<file path="config.mk">
export PLATFORM = sky130hd
export DESIGN_NAME = player_input_controller
export DESIGN_NICKNAME = d
export VERILOG_FILES = /design/src/rtl/player_input_controller.sv
export SDC_FILE = /design/constraint.sdc
export NUM_CORES = 1
export LEC_CHECK = 0
export CORE_MARGIN = 4
export CORE_UTILIZATION = 50
export DETAILED_ROUTE_END_ITERATION = 10
export GPL_TIMING_DRIVEN = 0
export PLACE_DENSITY = 0.72
export SLEW_MARGIN = 20
export SYNTH_ARGS = -nofsm -noshare
export SYNTH_HDL_FRONTEND = slang
export SYNTH_SLANG_ARGS = --single-unit
</file>
<file path="constraint.sdc">
create_clock -name pixel_clock_in -period 1.8 [get_ports pixel_clock_in]
set_input_delay 0.36 -clock pixel_clock_in [delete_from_list [all_inputs] [get_ports pixel_clock_in]]
set_output_delay 0.36 -clock pixel_clock_in [all_outputs]
set_load 0.01 [all_outputs]
</file>
<file path="src/rtl/player_input_controller.sv">
// Player input controller: filters per-frame vision results and manual buttons into
// single-step LEFT/RIGHT/JUMP commands delivered over a valid/ready handshake.
module player_input_controller #(
   parameter int LANE_STABLE_FRAMES = 3,
   parameter int JUMP_STABLE_FRAMES = 2,
   parameter int OVERRIDE_FRAMES    = 30,
   parameter int TIMEOUT_CYCLES     = 1000000
) (
   input  logic       pixel_clock_in,
   input  logic       reset_n_in,
   input  logic [1:0] vis_lane,
   input  logic       vis_jump,
   input  logic       vis_data_valid,
   input  logic       btn_left,
   input  logic       btn_right,
   input  logic       btn_jump,
   input  logic       cmd_ready,
   output logic       cmd_valid,
   output logic [1:0] cmd_type,
   output logic       cmd_manual,
   output logic [1:0] cur_lane,
   output logic       vision_locked
);

   localparam int WD_W  = $clog2(TIMEOUT_CYCLES + 1);
   localparam int OVR_W = $clog2(OVERRIDE_FRAMES + 1);
   localparam int RUN_W = $clog2(LANE_STABLE_FRAMES + 1);
   localparam int JMP_W = $clog2(JUMP_STABLE_FRAMES + 1);

   localparam logic [WD_W-1:0]  WD_MAX  = WD_W'(TIMEOUT_CYCLES);
   localparam logic [WD_W-1:0]  WD_LAST = WD_W'(TIMEOUT_CYCLES - 1);
   localparam logic [OVR_W-1:0] OVR_MAX = OVR_W'(OVERRIDE_FRAMES);
   localparam logic [RUN_W-1:0] RUN_MAX = RUN_W'(LANE_STABLE_FRAMES);
   localparam logic [JMP_W-1:0] JMP_MAX = JMP_W'(JUMP_STABLE_FRAMES);

   localparam logic [1:0] CMD_NONE  = 2'd0;
   localparam logic [1:0] CMD_LEFT  = 2'd1;
   localparam logic [1:0] CMD_RIGHT = 2'd2;
   localparam logic [1:0] CMD_JUMP  = 2'd3;

   typedef enum logic [0:0] {IDLE = 1'b0, ISSUE = 1'b1} state_t;

   state_t           state, state_next;
   logic             vld_d, frame_evt, timeout, vis_ok, manual_accept;
   logic [2:0]       btn_now, btn_d, btn_rise, btn_pend, clr_btn;
   logic [WD_W-1:0]  wd_cnt;
   logic [OVR_W-1:0] ovr_cnt;
   logic [1:0]       prev_lane, target_lane, lane_next, type_next, sel_type;
   logic [RUN_W-1:0] lane_run, run_next;
   logic [JMP_W-1:0] jmp_cnt, jmp_next;
   logic             jmp_armed, jump_pend, lane_hit, jump_hit, clr_vjump;
   logic             valid_next, manual_next, sel_go, sel_manual;

   // Button vector is ordered {jump, left, right} so priority follows bit position.
   assign btn_now       = {btn_jump, btn_left, btn_right};
   assign btn_rise      = btn_now & ~btn_d;
   assign frame_evt     = vis_data_valid & ~vld_d;
   assign timeout       = (wd_cnt == WD_MAX);
   assign vis_ok        = vision_locked && (ovr_cnt == OVR_W'(0));
   assign manual_accept = (state == ISSUE) && cmd_ready && cmd_manual;
   assign lane_hit      = frame_evt && (run_next == RUN_MAX);
   assign jump_hit      = frame_evt && vis_jump && (jmp_next == JMP_MAX) && jmp_armed;

   // Edge-detect history, watchdog and override counter.
   always_ff @(posedge pixel_clock_in or negedge reset_n_in) begin
      if (!reset_n_in) begin
         vld_d         <= 1'b0;
         btn_d         <= 3'b000;
         wd_cnt        <= WD_W'(0);
         vision_locked <= 1'b0;
         ovr_cnt       <= OVR_W'(0);
      end else begin
         vld_d <= vis_data_valid;
         btn_d <= btn_now;
         if (frame_evt) begin
            wd_cnt        <= WD_W'(0);
            vision_locked <= 1'b1;
         end else if (!timeout) begin
            wd_cnt <= wd_cnt + WD_W'(1);
            if (wd_cnt == WD_LAST) vision_locked <= 1'b0;
         end else begin
            vision_locked <= 1'b0;
         end
         if (manual_accept) ovr_cnt <= OVR_MAX;
         else if (frame_evt && (ovr_cnt != OVR_W'(0))) ovr_cnt <= ovr_cnt - OVR_W'(1);
      end
   end

   // Next values of the lane run and jump run counters for the current frame result.
   always_comb begin
      run_next = lane_run;
      jmp_next = jmp_cnt;
      if (vis_lane == 2'd3) run_next = RUN_W'(0);
      else if (vis_lane == prev_lane) run_next = (lane_run == RUN_MAX) ? RUN_MAX : lane_run + RUN_W'(1);
      else run_next = RUN_W'(1);
      if (!vis_jump) jmp_next = JMP_W'(0);
      else jmp_next = (jmp_cnt == JMP_MAX) ? JMP_MAX : jmp_cnt + JMP_W'(1);
   end

   // Frame filters; a watchdog timeout wipes them so stale runs never complete.
   always_ff @(posedge pixel_clock_in or negedge reset_n_in) begin
      if (!reset_n_in) begin
         prev_lane <= 2'd3;
         lane_run  <= RUN_W'(0);
         jmp_cnt   <= JMP_W'(0);
         jmp_armed <= 1'b1;
      end else if (frame_evt) begin
         prev_lane <= vis_lane;
         lane_run  <= run_next;
         jmp_cnt   <= jmp_next;
         jmp_armed <= ~vis_jump | (jmp_armed & (jmp_next != JMP_MAX));
      end else if (timeout) begin
         prev_lane <= 2'd3;
         lane_run  <= RUN_W'(0);
         jmp_cnt   <= JMP_W'(0);
         jmp_armed <= 1'b1;
      end
   end

   // Pending sources; manual acceptance also kills a same-time vision jump.
   always_ff @(posedge pixel_clock_in or negedge reset_n_in) begin
      if (!reset_n_in) begin
         btn_pend    <= 3'b000;
         jump_pend   <= 1'b0;
         target_lane <= 2'd1;
      end else begin
         btn_pend <= btn_rise | (btn_pend & ~clr_btn);
         if (manual_accept || !vis_ok) jump_pend <= 1'b0;
         else if (jump_hit) jump_pend <= 1'b1;
         else if (clr_vjump) jump_pend <= 1'b0;
         if (manual_accept) target_lane <= lane_next;
         else if (!vis_ok) target_lane <= cur_lane;
         else if (lane_hit) target_lane <= vis_lane;
      end
   end

   // Command FSM: source selection in IDLE, handshake and lane step in ISSUE.
   always_comb begin
      state_next  = state;
      valid_next  = cmd_valid;
      type_next   = cmd_type;
      manual_next = cmd_manual;
      lane_next   = cur_lane;
      clr_btn     = 3'b000;
      clr_vjump   = 1'b0;
      sel_go      = 1'b0;
      sel_type    = CMD_NONE;
      sel_manual  = 1'b0;
      case (state)
         IDLE: begin
            if (btn_pend[2]) begin
               clr_btn[2] = 1'b1;
               sel_go     = 1'b1;
               sel_type   = CMD_JUMP;
               sel_manual = 1'b1;
            end else if (btn_pend[1]) begin
               clr_btn[1] = 1'b1;
               sel_go     = (cur_lane != 2'd0);
               sel_type   = CMD_LEFT;
               sel_manual = 1'b1;
            end else if (btn_pend[0]) begin
               clr_btn[0] = 1'b1;
               sel_go     = (cur_lane != 2'd2);
               sel_type   = CMD_RIGHT;
               sel_manual = 1'b1;
            end else if (vis_ok && jump_pend) begin
               clr_vjump = 1'b1;
               sel_go    = 1'b1;
               sel_type  = CMD_JUMP;
            end else if (vis_ok && (target_lane < cur_lane)) begin
               sel_go   = 1'b1;
               sel_type = CMD_LEFT;
            end else if (vis_ok && (target_lane > cur_lane)) begin
               sel_go   = 1'b1;
               sel_type = CMD_RIGHT;
            end else begin
               sel_go = 1'b0;
            end
            if (sel_go) begin
               valid_next  = 1'b1;
               type_next   = sel_type;
               manual_next = sel_manual;
               state_next  = ISSUE;
            end else begin
               valid_next = 1'b0;
            end
         end
         ISSUE: begin
            if (cmd_ready) begin
               valid_next  = 1'b0;
               type_next   = CMD_NONE;
               manual_next = 1'b0;
               state_next  = IDLE;
               case (cmd_type)
                  CMD_LEFT:  lane_next = cur_lane - 2'd1;
                  CMD_RIGHT: lane_next = cur_lane + 2'd1;
                  default:   lane_next = cur_lane;
               endcase
            end else begin
               state_next = ISSUE;
            end
         end
         default: begin
            state_next  = IDLE;
            valid_next  = 1'b0;
            type_next   = CMD_NONE;
            manual_next = 1'b0;
         end
      endcase
   end

   // FSM state and registered command outputs.
   always_ff @(posedge pixel_clock_in or negedge reset_n_in) begin
      if (!reset_n_in) begin
         state      <= IDLE;
         cmd_valid  <= 1'b0;
         cmd_type   <= CMD_NONE;
         cmd_manual <= 1'b0;
         cur_lane   <= 2'd1;
      end else begin
         state      <= state_next;
         cmd_valid  <= valid_next;
         cmd_type   <= type_next;
         cmd_manual <= manual_next;
         cur_lane   <= lane_next;
      end
   end

endmodule

</file>
==> results of run 1 <==
==> worst max-delay path, delay by kind of cell (launching register included) <==
family	cells	cell delay, ns
buf+inv	2	0.22
flops	1	0.40
xor+xnor	1	0.15
simple gates	4	0.81
fa+ha+maj	1	0.15
==> routing by layer <==
metal	up-vias	GRT usage	wire, µm
met3	9	0.03628	155
li1	968	-	-
met2	28	0.2870	2321
met5	-	0	0
met4	0	0.06529	93
met1	913	0.2175	2261
==> state kept, by name (all words and copies together) (netlist names) <==
name           count
cur_lane           2
state              1
cmd_valid          1
cmd_manual         1
jmp_cnt            2
jump_pend          1
btn_pend           3
prev_lane          2
jmp_armed          1
wd_cnt            20
btn_d              3
cmd_type           2
lane_run           2
ovr_cnt            5
target_lane        2
vision_locked      1
vld_d              1
==> per-stage QoR <==
step | cell area [µm²] | instances
after detailed placement | 2781 | 341
final | 3143 | 364
after global placement | 2784 | 341
after CTS | 2965 | 355
after floorplan | 2540 | 258
after global routing | 3143 | 364
==> layout by cell type (no fill, tap or decap), drive strengths merged, types with 9 or more instances in the layout <==
cell type / Yosys / layout
clkbuf: 4 / 9
nand2: 18 / 18
nor2: 31 / 31
clkdlybuf4s50: 0 / 14
inv: 19 / 20
nand3: 13 / 13
dfrtp: 45 / 45
o21ai: 17 / 17
xnor2: 9 / 9
xor2: 15 / 15
buf: 2 / 18
a21oi: 11 / 11
==> cells by family after synthesis <==
group,count (synthesis),share of synthesized area
buffers and inverters,25,0.03743
adder cells (fa/ha/maj),8,0.03941
XOR/XNOR,24,0.08276
flip-flops,50,0.4951
multiplexers,6,0.02611
AO/OA/AOI/OAI,46,0.1143
AND/OR/NAND/NOR,99,0.2049
==> path summary, 6_finish.rpt <==
kind	from	end	slack (ns)	cells after the start
setup / recovery	ovr_cnt[1]	ovr_cnt[3]	-0.04	8
hold / removal	reset_n_in	cur_lane[1]	0.06	1
setup reg to reg	ovr_cnt[1]	ovr_cnt[3]	-0.04	8
hold reg to reg	btn_d[2]	btn_pend[2]	0.42	1
max in group asynchronous	reset_n_in	wd_cnt[3]	1.33	1
min in group pixel_clock_in	btn_d[2]	btn_pend[2]	0.42	1
==> synthesized netlist by cell type, drive strengths merged, types with 3 or more instances <==
master  count
a21oi      11
and3        4
clkbuf      4
dfrtp      45
dfstp       5
ha          8
inv        19
mux2i       4
nand2      18
nand2b      4
nand3      13
nand4       6
nor2       31
nor2b       4
nor3        5
nor4b       3
o21ai      17
o31ai       4
xnor2       9
xor2       15
==> area by class of cell <==
| class | instances | area [µm²] | area share |
|---|---|---|---|
| multi-input cells | 183 | 1311 | 0.4172 |
| repair buffers | 31 | 280.3 | 0.08917 |
| clock inverters | 3 | 43.79 | 0.01393 |
| clock buffers | 5 | 68.82 | 0.02189 |
| inverters | 19 | 71.32 | 0.02269 |
| well taps | 67 | 83.83 | 0.02667 |
| flip-flops and latches | 50 | 1257 | 0.4001 |
| plain buffers | 6 | 26.28 | 0.008360 |
==> power breakdown <==
group / internal [W] / switching (W) / leakage, nW
Clock: 0.000417 / 0.000395 / 0.0585
Combinational: 0.000857 / 0.000790 / 0.679
Sequential: 0.00138 / 0.000210 / 0.614
==> what timing repair did <==
action / 4_1_cts / 5_1_grt
pin swaps: 3 / 5
hold endpoints to repair: 0 / 0
setup endpoints to repair: 8 / 33
gates cloned: 0 / 0
setup buffers: 6 / 9
hold buffers: 0 / 0
gates resized for setup: 6 / 28
==> impl_metrics.ini, run 1 <==
[synth]
syn-cell-area_um2 = 2540
yosysTopAreaCellShare = 0.4433
ys.flop_type = dfrtp_1
synth-warning-count = 0
synth_edf_count = 0
avgSynthCellArea_um2 = 9.845
yosys-top-cells-area = dfrtp_1 44%, dfstp_2 5.2%, xor2_1 5.2%
syn_inst = 258
synth-seq-cells = 50
async_flop_share = 1.000
yosys.area.top_type = dfrtp_1
seq_area_frac_synth = 0.4951
synth_nets = 276
synth_cell_types = 46

[detailed_routing]
drtIter0Drc = 77
totalWireLength_mm = 4.832
drt-pass1-iter-count = 4
remaining_drc_errors = 0
vias = 1918
vias_per_cell = 5.269
routedWlPerCell_um = 13.27
antenna_left = 0

[sta]
worst_pin_slew_ns = 0.6080
worst_slack_ns = -0.04026
finalCriticalPeriod_ns = 1.840
timing.final.crit_share = 1.022
hold_ws_ns = 0.05855
hold_viol = 0
clock.fmax_mhz = 543.4
slew_viol_final = 0
tns_ns = -0.05058
maxSlewHeadroom = 0.5947
setup_violations = 2
grt_setup_unrepaired = true
skew_ns = 0.008337

[place]
hpwl_mm = 3.192
gp_congestion = 0.8093
io_buffers = 16
pre_cts_ws_ns = -0.2948

[setup_path]
cp_max_fo = 3
end_kind = flip-flop
cp.arrival_ns = 2.03
cp_cell_sequence = inv_2 -> ha_4 -> nor4b_4 -> buf_4 -> nand2b_4 -> or4_4 -> xor2_1 -> nand2_1
crit_path_start_kind = flip-flop
worst-setup-path-type = reg -> reg
cp_slowest_cell = or4_4
slowest_delay_ns = 0.47
cp_data_required_time_ns = 1.99

[pwr]
power.density_nw_per_um2 = 1287
ir_worst_vdd_v = 0.0007138
total_power_w = 0.004045
p_leak_nw = 1.351

[cts]
h-tree-depth = 2
insertion_delay_ns = 0.31
clockBufferDepth = 2
path_clk_slew_ns = 0.10
cts_tree = done
cts.sinks = 50
cts-buffers-inserted = 5
cts-root-buf = clkbuf_8

[worst_hold_path]
hold_path.class = in -> async

[die]
die_area_um2 = 6285
rows = 25
die_width_um = 79.28
start_util = 0.5273
io_pins = 17
core_um2 = 4817
fp.dieH_um = 79.28

[global_route]
grt_overflow_total = 0
grt_pass1_vias = 1920
grt_max_degree = 51
grt_use_total = 0.1715
antenna_found_initial = 0
grt_pass1_wl_mm = 8.514

[cells_and_area]
finish.utilization = 0.6525
nets = 314
fill_cells = 401
drive_gt1_frac = 0.2020
area_growth_pct = 23.74
diodes = 0

[status]
violations = setup timing
status = complete, but fails checks

[job]
maxCapViolCount = 0
(Power assumes the default switching activity.)
==> inputs of run 2 (changes only) <==
--- a/config.mk
+++ b/config.mk
@@ -10,7 +10,7 @@
 export DETAILED_ROUTE_END_ITERATION = 10
 export GPL_TIMING_DRIVEN = 0
 export PLACE_DENSITY = 0.72
-export SLEW_MARGIN = 20
+export SLEW_MARGIN = 15
 export SYNTH_ARGS = -nofsm -noshare
 export SYNTH_HDL_FRONTEND = slang
 export SYNTH_SLANG_ARGS = --single-unit
==> impl_metrics.ini, run 2 (synthesized netlist as in run 1, its figures left out) <==
[detailed_routing]
antenna_left = 0
drt-pass1-iter-count = 4
dr.max_layer_used = met4
routedWlPerCell_um = 14.04
drtIter0Drc = 91
totalWireLength_mm = 5.181
route.met2.wl_mm = 2.581
vias = 1948
remaining_drc_errors = 0
m1WireLength_mm = 2.356
met3_length_um = 148
vias_per_cell = 5.279

[sta]
worst_pin_slew_ns = 0.5411
timing.final.crit_share = 1.064
worst_slack_ns = -0.1149
slew_viol_final = 0
setup_violations = 6
clock.fmax_mhz = 522.2
finalCriticalPeriod_ns = 1.915
grt_setup_unrepaired = true
skew_ns = 0.01572
hold_viol = 0
maxSlewHeadroom = 0.6392

[status]
violations = setup timing
status = complete, but fails checks

[cts]
cts_tree = done
cts.sinks = 50
clockBufferDepth = 2
path_clk_slew_ns = 0.10
ctsHoldBuffers = 0
cts-root-buf = clkbuf_8
cts-buffers-inserted = 5
h-tree-depth = 2
insertion_delay_ns = 0.31

[pwr]
p_leak_nw = 1.374
power.density_nw_per_um2 = 1249
ir_worst_vdd_v = 0.0006901
combPwrFrac = 0.425
power_switching_w = 0.001437
clockPowerShare = 0.174
p_seq_frac = 0.402
switching_share = 0.3642
p_int_w = 0.002508
total_power_w = 0.003945

[place]
hpwl_mm = 3.311
io_buffers = 16
placed_cells = 342
gp_congestion = 0.8093

[cells_and_area]
mostFrequentLayoutCell = dfrtp_1
nets = 319
top_regs = wd_cnt (20), ovr_cnt (5)
area_growth_pct = 24.34
layout_common_cells = 45 x dfrtp_1, 30 x nor2_1, 18 x buf_4
multi_input_area_um2 = 1303
seqCellArea_um2 = 1257
fin_cells = 369
largest_reg_flops = 20
diodes = 0
top_register = wd_cnt
drive_gt1_frac = 0.2053
fill_cells = 412

[die]
start_util = 0.5273
die_area_um2 = 6285
rows = 25
die_width_um = 79.28
io_pins = 17
fp.dieH_um = 79.28
core_um2 = 4817

[setup_path]
cp_max_fo = 5
worst-setup-path-type = reg -> reg
cp.arrival_ns = 2.13
crit_path_start_kind = flip-flop
end_kind = flip-flop
cp_data_required_time_ns = 2.01

[worst_hold_path]
hold_path.class = in -> async

[job]
maxCapViolCount = 0

[global_route]
grt_use_total = 0.1853
antenna_found_initial = 0
grt_pass1_vias = 2032
grt_overflow_total = 0
grt_max_degree = 29
grt_pass1_wl_mm = 9.101
## run 2: timing repair
item                       in CTS  in global routing
hold endpoints to repair        0                  0
gates resized for setup        15                 17
pin swaps                       5                  3
setup endpoints to repair      13                 34
setup buffers                  16                  3
## run 2: cell type report
cell class	count	share of cell area
multi-input cells	183	0.4124
flip-flops and latches	50	0.3982
repair buffers	36	0.1026
well taps	67	0.02655
inverters	19	0.02258
clock buffers	5	0.02179
plain buffers	6	0.008320
clock inverters	3	0.007528
## run 2: routing by layer
metal	global-route usage	vias up
met3	0.04195	9
met5	0	-
met2	0.3047	27
met4	0.07560	0
met1	0.2359	929
li1	-	983
## run 2: through the flow
step                      TNS, ns  cell area (µm²)  hold slack (ns)  setup slack (ns)    util
after global placement     -57.50             2784           0.4041            -1.101  0.5779
after floorplan                 0             2540          0.06441           0.01594       -
final                     -0.3990             3158          0.01283           -0.1149  0.6556
after global routing       -1.039             3158          0.04437           -0.1831  0.6556
after CTS                 -0.1498             3072          0.02281          -0.08390  0.6377
after detailed placement   -5.916             2799           0.3768           -0.3158  0.5810
## run 2: worst paths after layout
check                        slack [ns]        from              to  depth (start not counted)
min in group pixel_clock_in        0.42    btn_d[0]     btn_pend[0]                          1
setup reg to reg                  -0.11  ovr_cnt[1]     cmd_type[1]                          7
hold reg to reg                    0.42    btn_d[0]     btn_pend[0]                          1
hold / removal                     0.01  reset_n_in     cur_lane[1]                          1
setup / recovery                  -0.11  ovr_cnt[1]     cmd_type[1]                          7
max in group asynchronous          1.16  reset_n_in  target_lane[0]                          2
## run 2: power groups by stage
stage / Sequential, W / Clock (W) / Combinational (W)
floorplan: 0.00160 / 0 / 0.000835
global placement: 0.00160 / 0 / 0.00118
detailed placement: 0.00161 / 0 / 0.00123
CTS: 0.00157 / 0.000707 / 0.00153
global route: 0.00162 / 0.000763 / 0.00186
finish: 0.00158 / 0.000685 / 0.00168
## run 2: critical path, stage by stage, from the launching register on
cell	delay [ns]
dfrtp_1	0.42
inv_2	0.10
ha_4	0.13
nor4b_4	0.34
nand2_2	0.15
o311ai_4	0.24
nand2_2	0.12
mux2_4	0.31
